--- src/rtl/alu_pkg.sv ---
// Shared definitions for the ALU issue sequencer: operand/result widths,
// opcode constants, the buffered instruction format and the sequencer states.
package alu_pkg;

  localparam int OPW  = 4;
  localparam int RESW = 8;

  localparam logic [2:0] ALU_ADD = 3'b000;
  localparam logic [2:0] ALU_SUB = 3'b001;
  localparam logic [2:0] ALU_AND = 3'b010;
  localparam logic [2:0] ALU_OR  = 3'b011;
  localparam logic [2:0] ALU_MUL = 3'b100;

  typedef struct packed {
    logic [OPW-1:0] opa;
    logic [OPW-1:0] opb;
    logic [2:0]     op;
  } alu_instr_t;

  typedef enum logic [1:0] {
    ST_IDLE  = 2'd0,
    ST_ISSUE = 2'd1,
    ST_HOLD  = 2'd2
  } seq_state_t;

  // Opcodes 101, 110 and 111 have no ALU function behind them.
  function automatic logic alu_op_legal(input logic [2:0] op);
    return (op == ALU_ADD) || (op == ALU_SUB) || (op == ALU_AND) ||
           (op == ALU_OR)  || (op == ALU_MUL);
  endfunction

endpackage

--- src/rtl/alu_instr_fifo.sv ---
// Instruction FIFO feeding the issue sequencer. Pointers carry one extra
// bit so that full and empty can be told apart when the indices match.
module alu_instr_fifo
  import alu_pkg::*;
#(
  parameter int DEPTH = 4
) (
  input  logic                   clk,
  input  logic                   rst,
  input  logic                   push,
  input  alu_instr_t             wdata,
  input  logic                   pop,
  output alu_instr_t             rdata,
  output logic                   full,
  output logic                   empty,
  output logic [$clog2(DEPTH):0] count
);

  localparam int AW = $clog2(DEPTH);

  logic [AW:0] wr_ptr;
  logic [AW:0] rd_ptr;
  logic        do_push;
  logic        do_pop;
  alu_instr_t  mem [DEPTH];

  assign do_push = push && !full;
  assign do_pop  = pop && !empty;
  assign empty   = (wr_ptr == rd_ptr);
  assign full    = (wr_ptr[AW] != rd_ptr[AW]) && (wr_ptr[AW-1:0] == rd_ptr[AW-1:0]);
  assign count   = wr_ptr - rd_ptr;
  assign rdata   = mem[rd_ptr[AW-1:0]];

  // Advance the write/read pointers on accepted pushes and pops.
  always_ff @(posedge clk) begin
    if (rst) begin
      wr_ptr <= '0;
      rd_ptr <= '0;
    end else begin
      if (do_push) wr_ptr <= wr_ptr + (AW+1)'(1);
      if (do_pop)  rd_ptr <= rd_ptr + (AW+1)'(1);
    end
  end

  // Storage needs no reset: an entry is only read after it has been written.
  always_ff @(posedge clk) begin
    if (do_push) mem[wr_ptr[AW-1:0]] <= wdata;
  end

endmodule

--- src/rtl/alu_issue_seq.sv ---
// Issue sequencer in front of the combinational ALU: buffers instructions,
// drives the ALU from registers for a full cycle, then holds the captured
// result under a valid/ready handshake.
module alu_issue_seq
  import alu_pkg::*;
#(
  parameter int DEPTH = 4
) (
  input  logic                   clk,
  input  logic                   rst,
  input  logic                   in_valid,
  output logic                   in_ready,
  input  logic [OPW-1:0]         in_opa,
  input  logic [OPW-1:0]         in_opb,
  input  logic [2:0]             in_op,
  output logic [OPW-1:0]         alu_operandA,
  output logic [OPW-1:0]         alu_operandB,
  output logic [2:0]             alu_operation,
  input  logic [RESW-1:0]        alu_result,
  input  logic                   alu_zero,
  output logic                   out_valid,
  input  logic                   out_ready,
  output logic [RESW-1:0]        out_result,
  output logic                   out_zero,
  output logic [2:0]             out_op,
  output logic                   out_err,
  output logic [$clog2(DEPTH):0] fifo_count
);

  seq_state_t state_q;
  seq_state_t state_d;
  alu_instr_t push_data;
  alu_instr_t head;
  logic       fifo_push;
  logic       fifo_pop;
  logic       fifo_full;
  logic       fifo_empty;
  logic       capture;
  logic       out_clear;

  // Readiness never anticipates a same-cycle pop, so a full FIFO always refuses.
  assign in_ready  = !fifo_full && !rst;
  assign fifo_push = in_valid && in_ready;
  assign push_data = '{opa: in_opa, opb: in_opb, op: in_op};

  alu_instr_fifo #(.DEPTH(DEPTH)) u_fifo (
    .clk   (clk),
    .rst   (rst),
    .push  (fifo_push),
    .wdata (push_data),
    .pop   (fifo_pop),
    .rdata (head),
    .full  (fifo_full),
    .empty (fifo_empty),
    .count (fifo_count)
  );

  // Sequencer state register.
  always_ff @(posedge clk) begin
    if (rst) state_q <= ST_IDLE;
    else     state_q <= state_d;
  end

  // Next state plus the pop, capture and release strobes for the datapath.
  always_comb begin
    state_d   = state_q;
    fifo_pop  = 1'b0;
    capture   = 1'b0;
    out_clear = 1'b0;
    case (state_q)
      ST_IDLE: begin
        if (!fifo_empty) begin
          fifo_pop = 1'b1;
          state_d  = ST_ISSUE;
        end
      end
      ST_ISSUE: begin
        capture = 1'b1;
        state_d = ST_HOLD;
      end
      ST_HOLD: begin
        if (out_ready) begin
          out_clear = 1'b1;
          if (!fifo_empty) begin
            fifo_pop = 1'b1;
            state_d  = ST_ISSUE;
          end else begin
            state_d = ST_IDLE;
          end
        end
      end
      default: state_d = ST_IDLE;
    endcase
  end

  // ALU drive registers load only on a pop and otherwise keep their value.
  always_ff @(posedge clk) begin
    if (rst) begin
      alu_operandA  <= '0;
      alu_operandB  <= '0;
      alu_operation <= '0;
    end else if (fifo_pop) begin
      alu_operandA  <= head.opa;
      alu_operandB  <= head.opb;
      alu_operation <= head.op;
    end
  end

  // Result register: capture after the issue cycle, frozen until accepted.
  always_ff @(posedge clk) begin
    if (rst) begin
      out_valid  <= 1'b0;
      out_result <= '0;
      out_zero   <= 1'b0;
      out_op     <= '0;
      out_err    <= 1'b0;
    end else if (capture) begin
      out_valid <= 1'b1;
      out_op    <= alu_operation;
      if (alu_op_legal(alu_operation)) begin
        out_result <= alu_result;
        out_zero   <= alu_zero;
        out_err    <= 1'b0;
      end else begin
        out_result <= '0;
        out_zero   <= 1'b0;
        out_err    <= 1'b1;
      end
    end else if (out_clear) begin
      out_valid <= 1'b0;
    end
  end

endmodule
--- config.mk ---
export PLATFORM = sky130hd
export DESIGN_NAME = alu_issue_seq
export DESIGN_NICKNAME = d
export VERILOG_FILES = /design/src/rtl/alu_pkg.sv /design/src/rtl/alu_instr_fifo.sv /design/src/rtl/alu_issue_seq.sv
export SDC_FILE = /design/constraint.sdc
export NUM_CORES = 1
export LEC_CHECK = 0
export ABC_AREA = 1
export BUFFER_PORTS_ARGS = -buffer_cell sky130_fd_sc_hd__buf_2
export CORE_ASPECT_RATIO = 0.7
export CORE_MARGIN = 3
export CORE_UTILIZATION = 45
export CTS_BUF_LIST = sky130_fd_sc_hd__clkbuf_8
export DETAILED_ROUTE_END_ITERATION = 8
export PLACE_DENSITY = 0.68
export RECOVER_POWER = 100
export SLEW_MARGIN = 20
export SYNTH_ARGS = -nofsm -noshare
export SYNTH_HDL_FRONTEND = slang
export SYNTH_SLANG_ARGS = --single-unit
--- constraint.sdc ---
create_clock -name clk -period 6.84 [get_ports clk]
set_clock_uncertainty 0.2 [all_clocks]
set_input_delay 0.684 -clock clk [delete_from_list [all_inputs] [get_ports clk]]
set_output_delay 0.684 -clock clk [all_outputs]
set_load 0.1 [all_outputs]
### Yosys cells after proc, flatten, opt, wreduce, memory -nomap -nowiden

Memories as Yosys holds them, arrays and structs flattened. A register that Yosys moved wholly into a read port is not among the register bits.
Index checks and enable logic that the tools add are counted.

| word-level totals | value |
|---|---|
| bits in registers | 22 |
| memory bits (writable) | 44 |
| word-level logic and storage cells | 56 |
| memories kept | 1 |

| cells by class | value |
|---|---|
| $add $sub $neg | 3 |
| equality and inequality tests | 11 |
| mux-type cells | 17 |
| reduce and logical (&&, ||, !) cells | 16 |

Memories:

| memory | words | width | rd ports | clocked after Yosys merged registers in | wr ports | RTL line | RTL |
|---|---|---|---|---|---|---|---|
| u_fifo.mem | 4 | 11 | 1 | 1 | 1 | alu_instr_fifo.sv:25 | `alu_instr_t mem [DEPTH];` |

Operators by type and width:

| kind | number |
|---|---|
| $mux 1 | 12 |
| $mux 8 | 1 |
| $add 3x1->3 const B | 2 |
| $eq 3x2->1 const B | 2 |
| $pmux 2 s3 | 1 |
| $logic_and 1x1->1 | 5 |
| $logic_or 1x1->1 | 4 |
| $mux 2 | 2 |
| $ne 2x2->1 const B | 2 |
| $eq 3x1->1 const B | 1 |
| $eq 3x3->1 | 1 |
| $eq 3x3->1 const B | 1 |
| $logic_not 1->1 | 3 |
| $logic_not 3->1 | 1 |
| $sub 3x3->3 | 1 |
| $eq 2x1->1 const B | 1 |
| $eq 2x2->1 | 1 |
| $eq 2x2->1 const B | 1 |
| $logic_not 2->1 | 1 |
| $pmux 1 s2 | 1 |
| $reduce_and 2->1 | 1 |
| $reduce_bool 2->1 | 1 |
| $ne 1x1->1 | 1 |

### Longest topological paths before layout

Gate-level depths: netlist of the first run.

| logic depth | value |
|---|---|
| depth in word-level cells | 8 |
| mapped depth | 11 |
| mapped depth without buffers | 9 |

### Hierarchy

From an unflattened synthesis of the first run, not the netlist that was laid out.

| second synthesis, totals | value |
|---|---|
| cell total of the unflattened synthesis | 304 |
| area, all modules | 3,166.8 um^2 |

By module, submodules not included:

| module | times used | cells each | area each (um^2) | sequential area each (um^2) |
|---|---|---|---|---|
| alu_instr_fifo | 1 | 182 | 2,167.1 | 1,481.4 |
| alu_issue_seq | 1 | 122 | 999.7 | 540.5 |

### Worst setup path before layout of the first run

OpenSTA, ideal clock, no wires.

| path | value |
|---|---|
| kind | reg2out |
| start | reg u_fifo.rd_ptr[1] |
| end | out in_ready |
| arrival | 2,809 ps |
| data required time | 5,956 ps |
| path slack | 3,147 ps |
| cell stages (with the launch flop) | 7 |
| buffers on the path | 1 |
| cells stage by stage | dfxtp_1 > clkbuf_2 > inv_1 > ha_1 > nand2_1 > inv_1 > a31oi_1 |

| on the way | value |
|---|---|
| longest elaborated chain between the ends | 4 |

Ends and longest elaborated chain:

| element | RTL line | RTL |
|---|---|---|
| from (decl) | alu_instr_fifo.sv:22 | `logic [AW:0] rd_ptr;` |
| from (signal assigned) | alu_instr_fifo.sv:41 | `if (do_pop) rd_ptr <= rd_ptr + (AW+1)'(1);` |
| $eq 2x2->1 | alu_instr_fifo.sv:30 | `assign full = (wr_ptr[AW] != rd_ptr[AW]) && (wr_ptr[AW-1:0] == rd_ptr[AW-1:0]);` |
| $logic_and 1x1->1 | alu_instr_fifo.sv:30 |  |
| $logic_not 1->1 | alu_issue_seq.sv:42 | `assign in_ready = !fifo_full && !rst;` |
| $logic_and 1x1->1 | alu_issue_seq.sv:42 |  |
| to (decl) | alu_issue_seq.sv:12 | `output logic in_ready,` |

Every way passes these cells.

### Worst setup path in the final report of the first run

Same ends and word-level chain as after synthesis.

==> flow_metrics.tcl, run 1 <==
set metrics [dict create \
    synthFlopType "edfxtp_1" \
    hold_viol 0 \
    cpLargestDelayFamily "buffers and inverters" \
    p_sw_share_pct 45.6 \
    grt_pass1_vias 2089 \
    cp_cell_sequence "inv_1 -> ha_1 -> nand2_1 -> inv_1 -> a31oi_1 -> clkbuf_1" \
    portBuffers 52 \
    max_freq_mhz 261 \
    worstMarginPinSlew_ns 1.20 \
    numCtsBuffers 9 \
    cp_data_arrival_time_ns 2.94 \
    n_fill_cell 631 \
    holdBufCountCts 0 \
    grt_max_degree 27 \
    drv_slew 0 \
    grt_pass1_wl_um 11000 \
    power.net_switching_w 0.000787 \
    routed-wl-met3_um 514 \
    yosysUniqueCellTypes 29 \
    syn_avg_cell_area_um2 9.93 \
    met2_length_um 3100 \
    slew_headroom_pct 20.4 \
    dieArea_um2 8100 \
    antenna_found_initial 0 \
    wl_per_cell_um 15.0 \
    outcome "finished clean" \
    fp.dieW_um 106 \
    setup_viol 0 \
    synth_edf_count 44 \
    wl_met1_um 3290 \
    vias_per_cell 4.86 \
    core.rowCount 24 \
    finalCriticalPeriod_ns 3.83 \
    layout_common_cells "nor2_1, nand2_1, edfxtp_1" \
    start_util_pct 48.6 \
    mostFrequentLayoutCell "nor2_1" \
    cp_data_required_time_ns 5.96 \
    cts-root-buf "clkbuf_8" \
    sequentialPowerShare_pct 34.9 \
    cp_common_cell "inv_1" \
    fin_crit_sh_pct 55.9 \
    cts_setup_buffers 0 \
    ys_ff_latch 77 \
    syn2layout_area_growth_pct 14.3 \
    synthCells 319 \
    crit_slowest_cell "clkbuf_1" \
    drt-initial-drc-count 152 \
    ios 53 \
    min_path_type "reg -> reg" \
    syn_area_um2 3170 \
    synth-seq-area-share_pct 62.6 \
    critPathLaunchType "register" \
    route.detailed.drc 0 \
    layout.nets 401 \
    drive_gt1_share_pct 9.36 \
    power.density_nw_per_um2 477 \
    cts_tree "done" \
    critPathMaxFanout 26 \
    power_frac_comb_pct 39.5 \
    antenna_cells 0 \
    clkPwrFrac_pct 25.6 \
    rsz0062_at_grt "false" \
    ant_nets 0 \
    htree_levels 3 \
    top_layer "met4" \
    track_usage_pct 17.8 \
    max_stage_delay_ns 0.91 \
    cts.clk_slew.worst_paths_ns 0.08 \
    core_um2 6520 \
    clk_path_buf_depth 2 \
    async_reset_ff_share_pct 0 \
    clock-sinks 77 \
    endpoint_kind "output pin" \
    synth_nets 351 \
    fin_setup_tns_ns 0 \
    fin_util_pct 55.6 \
    vias 2261 \
    die_h_um 76.2 \
    gp_congestion 0.772 \
    drt-total-wl_um 6960 \
    crit_type "reg -> out" \
    grt_overflow 0 \
    dp.final_hpwl_um 4870 \
    p_int_w 0.000939 \
    p_leak_nw 1.38 \
    vdd_ir_drop_max_mv 0.179 \
    cts.repair.resized 0 \
    crit_buf_inv 3 \
    ys.warnings.count 0 \
    clk-insertion-delay-late_ns 0.35 \
    cap_violations 0 \
    firstDrtPassIters 4 \
]
==> cells by family (layout without fill, tap and decap cells) <==
family,count (synthesis),count (layout),synth area share [%]
fa+ha+maj,8,8,3.40
simple gates,137,137,17.7
xor+xnor,2,2,0.553
flops,77,77,62.6
compound gates,55,55,9.64
buf+inv,40,95,6.12
==> worst paths after layout <==
kind,from,end,slack [ns],cells after the start
setup / recovery,u_fifo.rd_ptr[1],in_ready,3.01,6
hold / removal,out_result[4],out_result[4],0.27,2
hold reg to reg,out_result[4],out_result[4],0.27,2
setup reg to reg,u_fifo.rd_ptr[1],u_fifo.mem[1][5],3.70,7
==> stage by stage <==
step | hold slack, ns | area (um^2) | setup slack, ns | total power [W] | cells
after floorplan | 0.267 | 3170 | 3.15 | 0.00122 | 319
after global placement | 0.248 | 3450 | 3.80 | 0.00132 | 449
after detailed placement | 0.254 | 3450 | 3.67 | 0.00133 | 449
after CTS | 0.267 | 3710 | 3.43 | 0.00177 | 465
after global routing | 0.294 | 3620 | 2.80 | 0.00182 | 465
final | 0.265 | 3620 | 3.01 | 0.00173 | 465
==> synth_stat cells (2+ instances only) <==
cell type | number | area [um^2]
nor3_1 | 3 | 15.0
nand4_1 | 2 | 12.5
ha_1 | 7 | 87.6
clkbuf_1 | 2 | 7.51
o21ai_1 | 4 | 20.0
nand2_4 | 2 | 22.5
nand3_1 | 10 | 50.1
nand2_1 | 55 | 206
o21ai_0 | 29 | 145
inv_2 | 2 | 7.51
buf_2 | 5 | 25.0
a21oi_4 | 2 | 32.5
a21oi_1 | 17 | 85.1
inv_1 | 25 | 93.8
buf_4 | 2 | 15.0
edfxtp_1 | 44 | 1320
dfxtp_1 | 33 | 661
nor2_1 | 61 | 229
nand2_2 | 4 | 25.0
==> power by group through the flow <==
stage	clock (W)	combinational, W	sequential [W]
floorplan	0	0.000364	0.000858
global placement	0	0.000705	0.000611
detailed placement	0	0.000711	0.000614
CTS	0.000450	0.000713	0.000604
global route	0.000471	0.000734	0.000614
finish	0.000442	0.000682	0.000602
==> metal layers <==
| layer | track usage (%) | vias up |
|---|---|---|
| li1 | - | 1151 |
| met1 | 25.9 | 1037 |
| met2 | 25.4 | 68 |
| met3 | 5.93 | 5 |
| met4 | 5.05 | 0 |
| met5 | 0 | - |
==> worst register-to-register path: stages (launching register included) <==
cell	delay (ns)
dfxtp_1	0.90
inv_1	0.13
ha_1	0.33
nand2_1	0.06
inv_1	0.05
nand3_1	0.12
nand3_1	0.22
nor2_1	0.76
==> sequential cells by signal, indices dropped and copies added (netlist names) <==
name and cells:
alu_operandA 4, alu_operandB 4, alu_operation 3, out_err 1, out_op 3, out_result 8
out_valid 1, out_zero 1, state_q 2, u_fifo.mem 44, u_fifo.rd_ptr 3, u_fifo.wr_ptr 3
==> layout make-up <==
cell class                 instances  area, um^2  area share, %
clock buffer                       9         124           3.42
clock inverter                     7         136           3.77
inverter                          27         101           2.80
multi-input combinational        202         953           26.3
sequential                        77        1980           54.7
tap                               91         114           3.14
timing repair buffer              52         210           5.81
Power figures use the tool's default switching activity.
==> inputs of run 2 (changes only) <==
--- a/config.mk
+++ b/config.mk
@@ -12,7 +12,7 @@
 export CORE_UTILIZATION = 45
 export CTS_BUF_LIST = sky130_fd_sc_hd__clkbuf_8
 export DETAILED_ROUTE_END_ITERATION = 8
-export PLACE_DENSITY = 0.68
+export PLACE_DENSITY = 0.71
 export RECOVER_POWER = 100
 export SLEW_MARGIN = 20
 export SYNTH_ARGS = -nofsm -noshare
==> constraint.sdc (replaced) <==
create_clock -name clk -period 3.2 [get_ports clk]
set_clock_uncertainty 0.2 [all_clocks]
set_input_delay 0.32 -clock clk [delete_from_list [all_inputs] [get_ports clk]]
set_output_delay 0.32 -clock clk [all_outputs]
set_load 0.1 [all_outputs]
==> flow_metrics.tcl, run 2 (synthesis gave the netlist of run 1 again) <==
set metrics [dict create \
    finalCriticalPeriod_ns 2.59 \
    vdd_ir_drop_max_mv 0.515 \
    whs_ns 0.0192 \
    outcome "finished clean" \
    r2r-start "u_fifo.rd_ptr[1]" \
    critPathMaxFanout 11 \
    mostFrequentLayoutCell "nor2_1" \
    p_leak_nw 1.41 \
    fin_util_pct 56.0 \
    holdBufCountCts 0 \
    endpoint_kind "register" \
    grt_overflow 0 \
    fin_setup_tns_ns 0 \
    hold_viol 0 \
    finish.instance_area_um2 3650 \
    cts.clk_slew.worst_paths_ns 0.08 \
    vias 2255 \
    total_power_w 0.00361 \
    htree_levels 3 \
    grt_pass1_vias 2044 \
    reg2reg_slack_ns 0.61 \
    ios 53 \
    min_path_type "in -> reg" \
    grt_pass1_wl_um 10400 \
    dieArea_um2 8100 \
    max_freq_mhz 386 \
    gp_congestion 0.769 \
    core.rowCount 24 \
    dp.final_hpwl_um 4530 \
    cts.repair.resized 0 \
    antenna_cells 0 \
    wl_per_cell_um 13.9 \
    route.detailed.drc 0 \
    clock-sinks 77 \
    drive_gt1_share_pct 10.5 \
    layout.nets 409 \
    syn2layout_area_growth_pct 15.3 \
    track_usage_pct 16.7 \
    met2_length_um 2650 \
    slew_headroom_pct 20.5 \
    clk_path_buf_depth 2 \
    firstDrtPassIters 5 \
    cp_data_arrival_time_ns 2.36 \
    grt_max_degree 27 \
    fin_crit_sh_pct 80.9 \
    drt-initial-drc-count 160 \
    routed-wl-met3_um 649 \
    fp.dieW_um 106 \
    start_util_pct 48.6 \
    critPathLaunchType "register" \
    vias_per_cell 4.77 \
    timing.rr.end "u_fifo.mem[3][10]" \
    ant_nets 0 \
    power.density_nw_per_um2 988 \
    cts_setup_buffers 0 \
    reg2regPathDepth 8 \
    portBuffers 52 \
    wl_met1_um 3220 \
    n_fill_cell 584 \
    hold_start "alu_result[6]" \
    die_h_um 76.2 \
    setup_viol 0 \
    drt-total-wl_um 6570 \
    layout_common_cells "nor2_1, nand2_1, edfxtp_1" \
    largest_register_ffs 44 \
    drv_slew 0 \
    cp_data_required_time_ns 2.97 \
    clk-insertion-delay-late_ns 0.34 \
    post_dp_cell_area_um2 3510 \
    antenna_found_initial 0 \
    core_um2 6520 \
    hold_end "out_result[6]" \
    worstMarginPinSlew_ns 1.20 \
    cts-root-buf "clkbuf_8" \
    numCtsBuffers 9 \
    crit_type "reg -> reg" \
    whs_path_depth 3 \
    top_layer "met4" \
    cts_tree "done" \
    cap_violations 0 \
    rsz0062_at_grt "false" \
]
[run 2: changes by cell type in the layout (fill, tap and decap cells not counted)]
cell / delta
dlygate4sd3_1: +1
inv_1: +1
clkbuf_2: +3
a21oi_2: -1
clkinv_2: -1
bufinv_16: -1
clkinv_4: +1
a31oi_1: -1
clkbuf_1: +1
a31oi_2: +1
buf_4: +3
a21oi_1: +1
[run 2: report_power, final]
part	switching, W	total [W]	internal [W]	leakage [nW]
logic	0.00124	0.00151	0.000264	0.612
clock network	0.000342	0.000858	0.000516	0.125
registers	0.0000804	0.00124	0.00116	0.670
total	0.00166	0.00361	0.00194	1.41
[run 2: critical path, stage by stage (launching register included)]
cell,delay (ns)
dfxtp_1,0.50
inv_1,0.08
ha_1,0.29
nand2_1,0.06
inv_1,0.06
nand3_1,0.13
nand3_1,0.21
nor2_1,0.16
clkbuf_1,0.52
[run 2: area by class of cell]
class	instances	area, um^2	share of cell area [%]
Inverter	27	101	2.77
Clock inverter	7	114	3.12
Multi-Input combinational cell	202	956	26.2
Sequential cell	77	1980	54.3
Clock buffer	9	124	3.39
Tap cell	91	114	3.12
Timing Repair Buffer	60	262	7.16
[run 2: routing by layer]
layer	GRT usage, %	vias to the layer above
li1	-	1161
met1	25.2	1007
met2	22.8	81
met3	5.42	6
met4	4.27	0
met5	0	-
[run 2: how the worst max path moves through the flow]
stage                           startpoint           endpoint  cells after the start
after floorplan           u_fifo.wr_ptr[0]      fifo_count[2]                      4
after global placement    u_fifo.rd_ptr[1]   u_fifo.mem[1][6]                      8
after detailed placement  u_fifo.rd_ptr[1]   u_fifo.mem[1][5]                      8
after CTS                 u_fifo.rd_ptr[1]           in_ready                      6
after global routing      u_fifo.rd_ptr[1]   u_fifo.mem[3][6]                      8
final                     u_fifo.rd_ptr[1]  u_fifo.mem[3][10]                      8
[run 2: through the flow]
| step | setup slack [ns] | std cells |
|---|---|---|
| 2_1_floorplan | 0.0935 | 319 |
| 3_3_place_gp | 0.997 | 456 |
| 3_5_place_dp | 0.946 | 456 |
| 4_1_cts | 0.648 | 472 |
| 5_1_grt | 0.366 | 473 |
| 6_report | 0.611 | 473 |
==> inputs of run 3 (changes only) <==
--- a/config.mk
+++ b/config.mk
@@ -12,7 +12,7 @@
 export CORE_UTILIZATION = 45
 export CTS_BUF_LIST = sky130_fd_sc_hd__clkbuf_8
 export DETAILED_ROUTE_END_ITERATION = 8
-export PLACE_DENSITY = 0.71
+export PLACE_DENSITY = 0.68
 export RECOVER_POWER = 100
 export SLEW_MARGIN = 20
 export SYNTH_ARGS = -nofsm -noshare
==> constraint.sdc (replaced) <==
create_clock -name clk -period 2.4 [get_ports clk]
set_clock_uncertainty 0.2 [all_clocks]
set_input_delay 0.24 -clock clk [delete_from_list [all_inputs] [get_ports clk]]
set_output_delay 0.24 -clock clk [all_outputs]
set_load 0.1 [all_outputs]
==> flow_metrics.tcl, run 3 (synthesis gave the netlist of run 1 again) <==
set metrics [dict create \
    reg2regPathDepth 8 \
    rsz0062_at_grt "false" \
    portBuffers 52 \
    clk-insertion-delay-late_ns 0.34 \
    vdd_ir_drop_max_mv 0.540 \
    min_path_type "in -> reg" \
    numCtsBuffers 9 \
    layout.nets 430 \
    cts-root-buf "clkbuf_8" \
    power.density_nw_per_um2 1230 \
    grt_pass1_vias 2180 \
    grt_max_degree 27 \
    htree_levels 3 \
    timing.rr.end "u_fifo.mem[2][4]" \
    slew_headroom_pct 21.6 \
    antenna_cells 0 \
    hold_end "out_valid" \
    cts_setup_buffers 0 \
    reg2reg_slack_ns 0.22 \
    r2r-start "u_fifo.wr_ptr[0]" \
    fin_crit_sh_pct 94.9 \
    hold_viol 0 \
    cts.clk_slew.worst_paths_ns 0.08 \
    drive_gt1_share_pct 12.9 \
    critPathLaunchType "register" \
    critPathMaxFanout 4 \
    wl_per_cell_um 13.7 \
    whs_path_depth 4 \
    core.rowCount 24 \
    layout_common_cells "nor2_1, nand2_1, edfxtp_1" \
    ant_nets 0 \
    vias 2367 \
    grt_pass1_wl_um 10900 \
    drt-total-wl_um 6790 \
    mostFrequentLayoutCell "nor2_1" \
    whs_ns 0.0455 \
    vias_per_cell 4.79 \
    gp_congestion 0.831 \
    firstDrtPassIters 4 \
    route.detailed.drc 0 \
    largest_register_ffs 44 \
    antenna_found_initial 0 \
    fin_util_pct 60.2 \
    finalCriticalPeriod_ns 2.28 \
    clk_path_buf_depth 2 \
    drt-initial-drc-count 126 \
    ios 53 \
    clock-sinks 77 \
    p_leak_nw 1.52 \
    hold_start "out_ready" \
    core_um2 6520 \
    cp_data_arrival_time_ns 1.84 \
    fp.dieW_um 106 \
    grt_overflow 0 \
    endpoint_kind "output pin" \
    crit_type "reg -> out" \
    cap_violations 0 \
    cts_tree "done" \
    cp_data_required_time_ns 1.96 \
    dp.final_hpwl_um 4620 \
    start_util_pct 48.6 \
    drv_slew 0 \
    track_usage_pct 17.5 \
    dieArea_um2 8100 \
    max_freq_mhz 439 \
    outcome "finished clean" \
    die_h_um 76.2 \
    worstMarginPinSlew_ns 1.18 \
    setup_viol 0 \
    syn2layout_area_growth_pct 23.8 \
]
[run 3: cell count changes in the layout (fill, tap and decap cells not counted), moves of 2 or more]
cell | previous run | this run
clkbuf_4 | 0 | 2
clkbuf_1 | 41 | 35
buf_4 | 3 | 7
dlygate4sd3_1 | 1 | 21
buf_6 | 0 | 2
[run 3: routing by layer]
metal | global-route usage, % | up-vias | share of wire, %
met4 | 5.82 | 0 | 0.91
met1 | 26.8 | 1089 | 51
li1 | - | 1208 | -
met3 | 4.91 | 7 | 7.1
met2 | 23.5 | 63 | 41
met5 | 0 | - | 0
[run 3: repair_timing]
action | in CTS | in global routing
gates resized for setup | 0 | 1
endpoints found under the setup margin | 0 | 1
endpoints found under the hold margin | 54 | 0
hold buffers | 21 | 0
[run 3: through the flow]
| stage | setup TNS [ns] | power, W | std cells | worst slack (ns) | instance area (um^2) |
|---|---|---|---|---|---|
| 2_1_floorplan | -5.62 | 0.00352 | 319 | -0.128 | 3200 |
| 3_3_place_gp | 0 | 0.00386 | 457 | 0.297 | 3590 |
| 3_5_place_dp | 0 | 0.00389 | 457 | 0.225 | 3590 |
| 4_1_cts | 0 | 0.00498 | 494 | 0.0459 | 4020 |
| 5_1_grt | 0 | 0.00512 | 494 | 0.0362 | 3920 |
| 6_report | 0 | 0.00484 | 494 | 0.123 | 3920 |
[run 3: where the power goes]
group,switching [W],total (W),internal (W),leakage [nW]
Sequential,0.000102,0.00165,0.00155,0.670
Clock,0.000453,0.00107,0.000612,0.117
Combinational,0.00169,0.00212,0.000429,0.738
Total,0.00224,0.00484,0.00259,1.52
[run 3: worst max-delay path by stage]
stage,cells after the start,slack [ns],start,endpoint
after floorplan,8,-0.13,u_fifo.rd_ptr[1],u_fifo.mem[0][0]
after global placement,8,0.30,u_fifo.wr_ptr[0],u_fifo.mem[3][9]
after detailed placement,8,0.23,u_fifo.wr_ptr[0],u_fifo.mem[3][3]
after CTS,5,0.05,u_fifo.wr_ptr[0],fifo_count[2]
after global routing,5,0.04,u_fifo.wr_ptr[0],fifo_count[2]
final,5,0.12,u_fifo.wr_ptr[0],fifo_count[2]
[run 3: area by class of cell]
| class | instances | area, um^2 |
|---|---|---|
| sequential | 77 | 1980 |
| tap | 91 | 114 |
| inverter | 27 | 101 |
| timing repair buffer | 81 | 502 |
| clock buffer | 10 | 138 |
| multi-input combinational | 202 | 1000 |
| clock inverter | 6 | 85.1 |
| fill | 567 | 2590 |
[run 3: worst max-delay path, stage by stage, from the launching register on]
cell	delay, ns
dfxtp_1	0.39
inv_1	0.11
ha_1	0.21
fa_2	0.38
xnor2_4	0.17
buf_6	0.24
